File: src/rtl/mem_port.sv
// ============================================================================
// Module      : mem_port
// Description : Single-request memory responder between the multicycle core
//               controller and a synchronous byte-lane BRAM. Optional
//               misaligned-access trap enabled by MEM_MISALIGN_TRAP_EN.
// Revision    : 1.0 - initial release
// ============================================================================
`default_nettype none

module mem_port #(
  parameter int ADDR_W = 15,
  parameter int RD_LAT = 2
) (
  input  logic              clk,
  input  logic              rst,
  input  logic              req,
  input  logic              we,
  input  logic [2:0]        funct3,
  input  logic [31:0]       addr,
  input  logic [31:0]       wdata,
  output logic              ready,
  output logic              done,
  output logic [31:0]       rdata,
  output logic              err,
  output logic              bram_en,
  output logic [3:0]        bram_we,
  output logic [ADDR_W-1:0] bram_addr,
  output logic [31:0]       bram_wdata,
  input  logic [31:0]       bram_rdata
);

  localparam int CNT_W = (RD_LAT > 1) ? $clog2(RD_LAT) : 1;
  localparam logic [CNT_W-1:0] C_CNT_LOAD = CNT_W'(RD_LAT - 1);

  typedef enum logic [1:0] {
    S_IDLE  = 2'd0,
    S_ISSUE = 2'd1,
    S_WAIT  = 2'd2,
    S_DONE  = 2'd3
  } state_t;

  state_t r_state;
  state_t w_state_nxt;

  logic              r_we;
  logic [2:0]        r_funct3;
  logic [1:0]        r_lane;
  logic [CNT_W-1:0]  r_cnt;
  logic [31:0]       r_rdata;
  logic              r_bram_en;
  logic [3:0]        r_bram_we;
  logic [ADDR_W-1:0] r_bram_addr;
  logic [31:0]       r_bram_wdata;

  logic              w_accept;
  logic              w_mis;
  logic              w_skip;
  logic [3:0]        w_st_we;
  logic [31:0]       w_st_wdata;
  logic [31:0]       w_ld_data;
  logic [7:0]        w_ld_byte;
  logic [15:0]       w_ld_half;

  // Byte-address bits above the BRAM word range alias onto the same words.
  logic w_unused_addr;
  assign w_unused_addr = &{1'b0, addr[31:ADDR_W+2]};

  assign w_accept = (r_state == S_IDLE) && req;

`ifdef MEM_MISALIGN_TRAP_EN
  logic r_mis;

  always_comb begin
    w_mis = 1'b0;
    case (funct3[1:0])
      2'b00:   w_mis = 1'b0;
      2'b01:   w_mis = addr[0];
      default: w_mis = (addr[1:0] != 2'b00);
    endcase
  end

  always_ff @(posedge clk) begin
    if (rst) begin
      r_mis <= 1'b0;
    end else if (w_accept) begin
      r_mis <= w_mis;
    end
  end

  assign w_skip = r_mis;
  assign err    = (r_state == S_DONE) && r_mis;
`else
  assign w_mis  = 1'b0;
  assign w_skip = 1'b0;
  assign err    = 1'b0;
`endif

  // Store lane steering from the live request inputs, captured on accept.
  always_comb begin
    w_st_we    = 4'b1111;
    w_st_wdata = wdata;
    case (funct3[1:0])
      2'b00: begin
        w_st_we    = 4'b0001 << addr[1:0];
        w_st_wdata = {4{wdata[7:0]}};
      end
      2'b01: begin
        w_st_we    = addr[1] ? 4'b1100 : 4'b0011;
        w_st_wdata = {2{wdata[15:0]}};
      end
      default: begin
        w_st_we    = 4'b1111;
        w_st_wdata = wdata;
      end
    endcase
  end

  always_comb begin
    w_ld_byte = bram_rdata[7:0];
    case (r_lane)
      2'd0: w_ld_byte = bram_rdata[7:0];
      2'd1: w_ld_byte = bram_rdata[15:8];
      2'd2: w_ld_byte = bram_rdata[23:16];
      2'd3: w_ld_byte = bram_rdata[31:24];
      default: w_ld_byte = bram_rdata[7:0];
    endcase
    w_ld_half = r_lane[1] ? bram_rdata[31:16] : bram_rdata[15:0];
    case (r_funct3[1:0])
      2'b00:   w_ld_data = {{24{~r_funct3[2] & w_ld_byte[7]}}, w_ld_byte};
      2'b01:   w_ld_data = {{16{~r_funct3[2] & w_ld_half[15]}}, w_ld_half};
      default: w_ld_data = bram_rdata;
    endcase
  end

  always_comb begin
    w_state_nxt = r_state;
    case (r_state)
      S_IDLE:  if (req) w_state_nxt = S_ISSUE;
      S_ISSUE: w_state_nxt = (r_we || w_skip) ? S_DONE : S_WAIT;
      S_WAIT:  if (r_cnt == '0) w_state_nxt = S_DONE;
      S_DONE:  w_state_nxt = S_IDLE;
      default: w_state_nxt = S_IDLE;
    endcase
  end

  always_ff @(posedge clk) begin
    if (rst) begin
      r_state      <= S_IDLE;
      r_we         <= 1'b0;
      r_funct3     <= 3'b000;
      r_lane       <= 2'b00;
      r_cnt        <= '0;
      r_rdata      <= 32'h0;
      r_bram_en    <= 1'b0;
      r_bram_we    <= 4'b0000;
      r_bram_addr  <= '0;
      r_bram_wdata <= 32'h0;
    end else begin
      r_state   <= w_state_nxt;
      r_bram_en <= 1'b0;
      r_bram_we <= 4'b0000;

      if (w_accept) begin
        r_we         <= we;
        r_funct3     <= funct3;
        r_lane       <= addr[1:0];
        r_bram_addr  <= addr[ADDR_W+1:2];
        r_bram_wdata <= w_st_wdata;
        if (!w_mis) begin
          r_bram_en <= 1'b1;
          r_bram_we <= we ? w_st_we : 4'b0000;
        end
      end

      if (r_state == S_ISSUE) begin
        r_cnt <= C_CNT_LOAD;
        if (w_skip) begin
          r_rdata <= 32'h0;
        end
      end

      if (r_state == S_WAIT) begin
        if (r_cnt == '0) begin
          r_rdata <= w_ld_data;
        end else begin
          r_cnt <= r_cnt - 1'b1;
        end
      end
    end
  end

  assign ready      = (r_state == S_IDLE);
  assign done       = (r_state == S_DONE);
  assign rdata      = r_rdata;
  assign bram_en    = r_bram_en;
  assign bram_we    = r_bram_we;
  assign bram_addr  = r_bram_addr;
  assign bram_wdata = r_bram_wdata;

endmodule

`default_nettype wire

File: config.mk
export PLATFORM = sky130hd
export DESIGN_NAME = mem_port
export DESIGN_NICKNAME = d
export VERILOG_FILES = /design/src/rtl/mem_port.sv
export SDC_FILE = /design/constraint.sdc
export NUM_CORES = 1
export LEC_CHECK = 0
export ABC_AREA = 0
export CORE_MARGIN = 4
export CORE_UTILIZATION = 38
export CTS_CLUSTER_SIZE = 28
export DETAILED_ROUTE_END_ITERATION = 10
export GPL_TIMING_DRIVEN = 0
export PLACE_DENSITY = 0.77
export SYNTH_ARGS = -nofsm -noshare
export SYNTH_HDL_FRONTEND = slang
export SYNTH_SLANG_ARGS = --single-unit
File: constraint.sdc
create_clock -name clk -period 1.6 [get_ports clk]
set_input_delay 0.4 -clock clk [delete_from_list [all_inputs] [get_ports clk]]
set_output_delay 0.4 -clock clk [all_outputs]
set_load 0.1 [all_outputs]
==> flow_metrics.tcl <==
set metrics [dict create \
    via_per_inst 5.43 \
    fmax_ghz 0.591 \
    ys_types 35 \
    io-pin-count 190 \
    cts_tree "built" \
    worstMarginPinSlew_ns 0.663 \
    path_max_fanout 5 \
    place.port_buffers 171 \
    cts_buffers 9 \
    synthCells 500 \
    r2r_setup_slack_ns -0.09 \
    antenna_found_initial 0 \
    timing.rr.end "rdata[24]" \
    clk_path_buf_depth 2 \
    place_ws_ns -0.664 \
    dieArea_um2 12700 \
    maxCapViolations 0 \
    nNetsFinal 795 \
    rsz0062_at_grt "yes" \
    synth_area_leaders "dfxtp_1, nand2_1, a311oi_1" \
    insertion_delay_ns 0.36 \
    leakagePower_nw 2.51 \
    cp_top_family "compound AO/OA/AOI/OAI gates" \
    grt_pass1_wl_um 23800 \
    skew_ns 0.00788 \
    synthFlopType "dfxtp_1" \
    antenna_cells 0 \
    critical-path-max-stage-delay_ns 0.37 \
    critPathArrivalTime_ns 1.96 \
    async_flop_share_pct 0 \
    synth_top_area_share_pct 44.8 \
    slew_headroom_pct 55.8 \
    status "complete, but fails checks" \
    path_cells "or3_1, o32a_1, a21o_4, buf_12, a311oi_2" \
    r2r_start "r_lane[1]" \
    synth_area_um2 4160 \
    gp_congestion 0.901 \
    htree_levels 3 \
    cts_root_buffer "clkbuf_8" \
    p_per_area_nw_per_um2 2060 \
    worst_slack_ns -0.0924 \
    fp-row-count 37 \
    drv_slew 0 \
    ys_warn_count 0 \
    fin_util_pct 58.4 \
    max-vdd-ir-drop_mv 1.30 \
    hp-start "funct3[1]" \
    seq_area_frac_synth_pct 44.8 \
    power.total_w 0.0126 \
    synth_edf_count 0 \
    clk_pin_slew_ns 0.09 \
    avgSynthCellArea_um2 8.32 \
    hold-path-endpoint "r_funct3[1]" \
    required_ns 1.87 \
    synthesis.nets 607 \
    finalCriticalPeriod_ns 1.69 \
    hold_ws_ns 0.425 \
    totalWireLength_um 15100 \
    dr.pass1.iters 4 \
    start_util_pct 39.6 \
    overflow 0 \
    finalSetupViolCount 16 \
    yosys.area.top_type "dfxtp_1" \
    drt_first_iter_violations 192 \
    dp_hpwl_um 11400 \
    min_path_cells 3 \
    fin_crit_sh_pct 106 \
    hold_viol 0 \
    drive_gt1_share_pct 25.3 \
    die_h_um 113 \
    grt_max_degree 15 \
    reg2reg_depth 5 \
    cts.sinks 93 \
    area_growth_syn_to_layout_pct 47.7 \
    crit_type "flop to flop" \
    ant_nets 0 \
    slowest_stage "or3_1" \
    violations "setup timing" \
    drc 0 \
    die_width_um 113 \
    core_area_um2 10500 \
    wl_per_cell_um 18.3 \
    cp-start-kind "flop" \
    grt_pass1_vias 4668 \
    ys_ff_latch 93 \
    hp-class "input port to flop" \
    critPathBufInv 1 \
    vias 4499 \
    grt.total_usage_pct 23.4 \
    worst_setup_path_end_kind "flop" \
]
## layer usage
layer  global-route usage (%)  up-vias  wire [um]
met2                     39.0      220       7140
met4                     9.21        0        331
met5                        0        -          0
li1                         -     2135          -
met3                     9.22       29       1620
met1                     26.8     2115       6030
## area by class of cell
cell class              count  area, um^2
plain buffers              43         260
clock buffers              11         141
clock inverters             4        48.8
fillers                   995        4370
inverters                   5        21.3
multi-input cells         359        2210
flip-flops and latches     93        1870
well taps                 136         170
repair buffers            177        1420
## flip-flops by register name (all words and copies together), names as in the netlist, 2 cells and up
register    count
r_state         2
r_lane          2
rdata          32
bram_we         4
bram_addr      15
bram_wdata     32
r_funct3        3
## layout by cell type, fill, tap and decap left out, drive strengths merged, types with 2 or more instances in the layout
master / n
nand2b: 3
a31oi: 6
mux2: 7
buf: 90
a211oi: 9
o21bai: 3
nor2: 55
clkdlybuf4s50: 83
clkinv: 4
inv: 4
o211ai: 8
a22oi: 7
o21ai: 13
o21a: 2
clkbuf: 56
a21oi: 43
nand2: 119
nor2b: 5
mux2i: 20
a311oi: 39
and3b: 7
dlygate4sd2: 2
ha: 4
dfxtp: 93
## cell usage after synthesis, drive strengths merged, types with 2 or more instances
cell type  count
a311oi        39
nand2b         3
buf            8
a22oi          7
o21bai         3
inv            4
a21oi         43
mux2           7
nand2        119
dfxtp         93
ha             4
a211oi         9
o21ai         13
nor2b          5
mux2i         20
and3b          7
o211ai         8
a31oi          6
nor2          55
o21a           2
clkbuf        35
## through the flow
stage,TNS [ns],std cells,area (um^2)
floorplan,0,500,4190
global placement,-54.65,807,6080
detailed placement,-57.22,807,6080
CTS,-0.255,825,5990
global route,-1.82,828,6140
finish,-0.883,828,6140
## tightest hold or removal path, stage by stage
cell	delay, ns
clkbuf_1	0.18
nand2_1	0.11
a21oi_1	0.06
## worst max path at each step
stage	from	to	slack, ns	cells after the start
after CTS	r_lane[1]	rdata[24]	-0.05	5
after detailed placement	bram_rdata[31]	rdata[24]	-0.66	6
final	r_lane[1]	rdata[24]	-0.09	5
after global placement	bram_rdata[31]	rdata[27]	-0.62	6
after floorplan	r_state[1]	bram_wdata[17]	0.007	7
after global routing	r_lane[1]	rdata[24]	-0.13	5
## power breakdown
| group | total, W | switching [W] | internal [W] |
|---|---|---|---|
| clock network | 0.00159 | 0.000833 | 0.000756 |
| registers | 0.00328 | 0.000355 | 0.00292 |
| logic | 0.00778 | 0.00596 | 0.00183 |
| total | 0.0126 | 0.00714 | 0.00550 |
## logic make-up after synthesis
group	count (synthesis)	share of synthesized area [%]
multiplexers	27	6.71
flip-flops	93	44.8
buffers and inverters	48	4.66
adder cells (fa/ha/maj)	4	1.20
AND/OR/NAND/NOR	193	19.1
AO/OA/AOI/OAI	134	23.5
other	1	0.0902
## timing repair
item | CTS | global route
pin swaps | 0 | 3
gates resized for setup | 472 | 53
buffers inserted | 3 | 2
hold buffers | 0 | 0
setup endpoints to repair | 155 | 86
cloned | 0 | 1
Note: power is estimated with default switching activity, not from simulation.
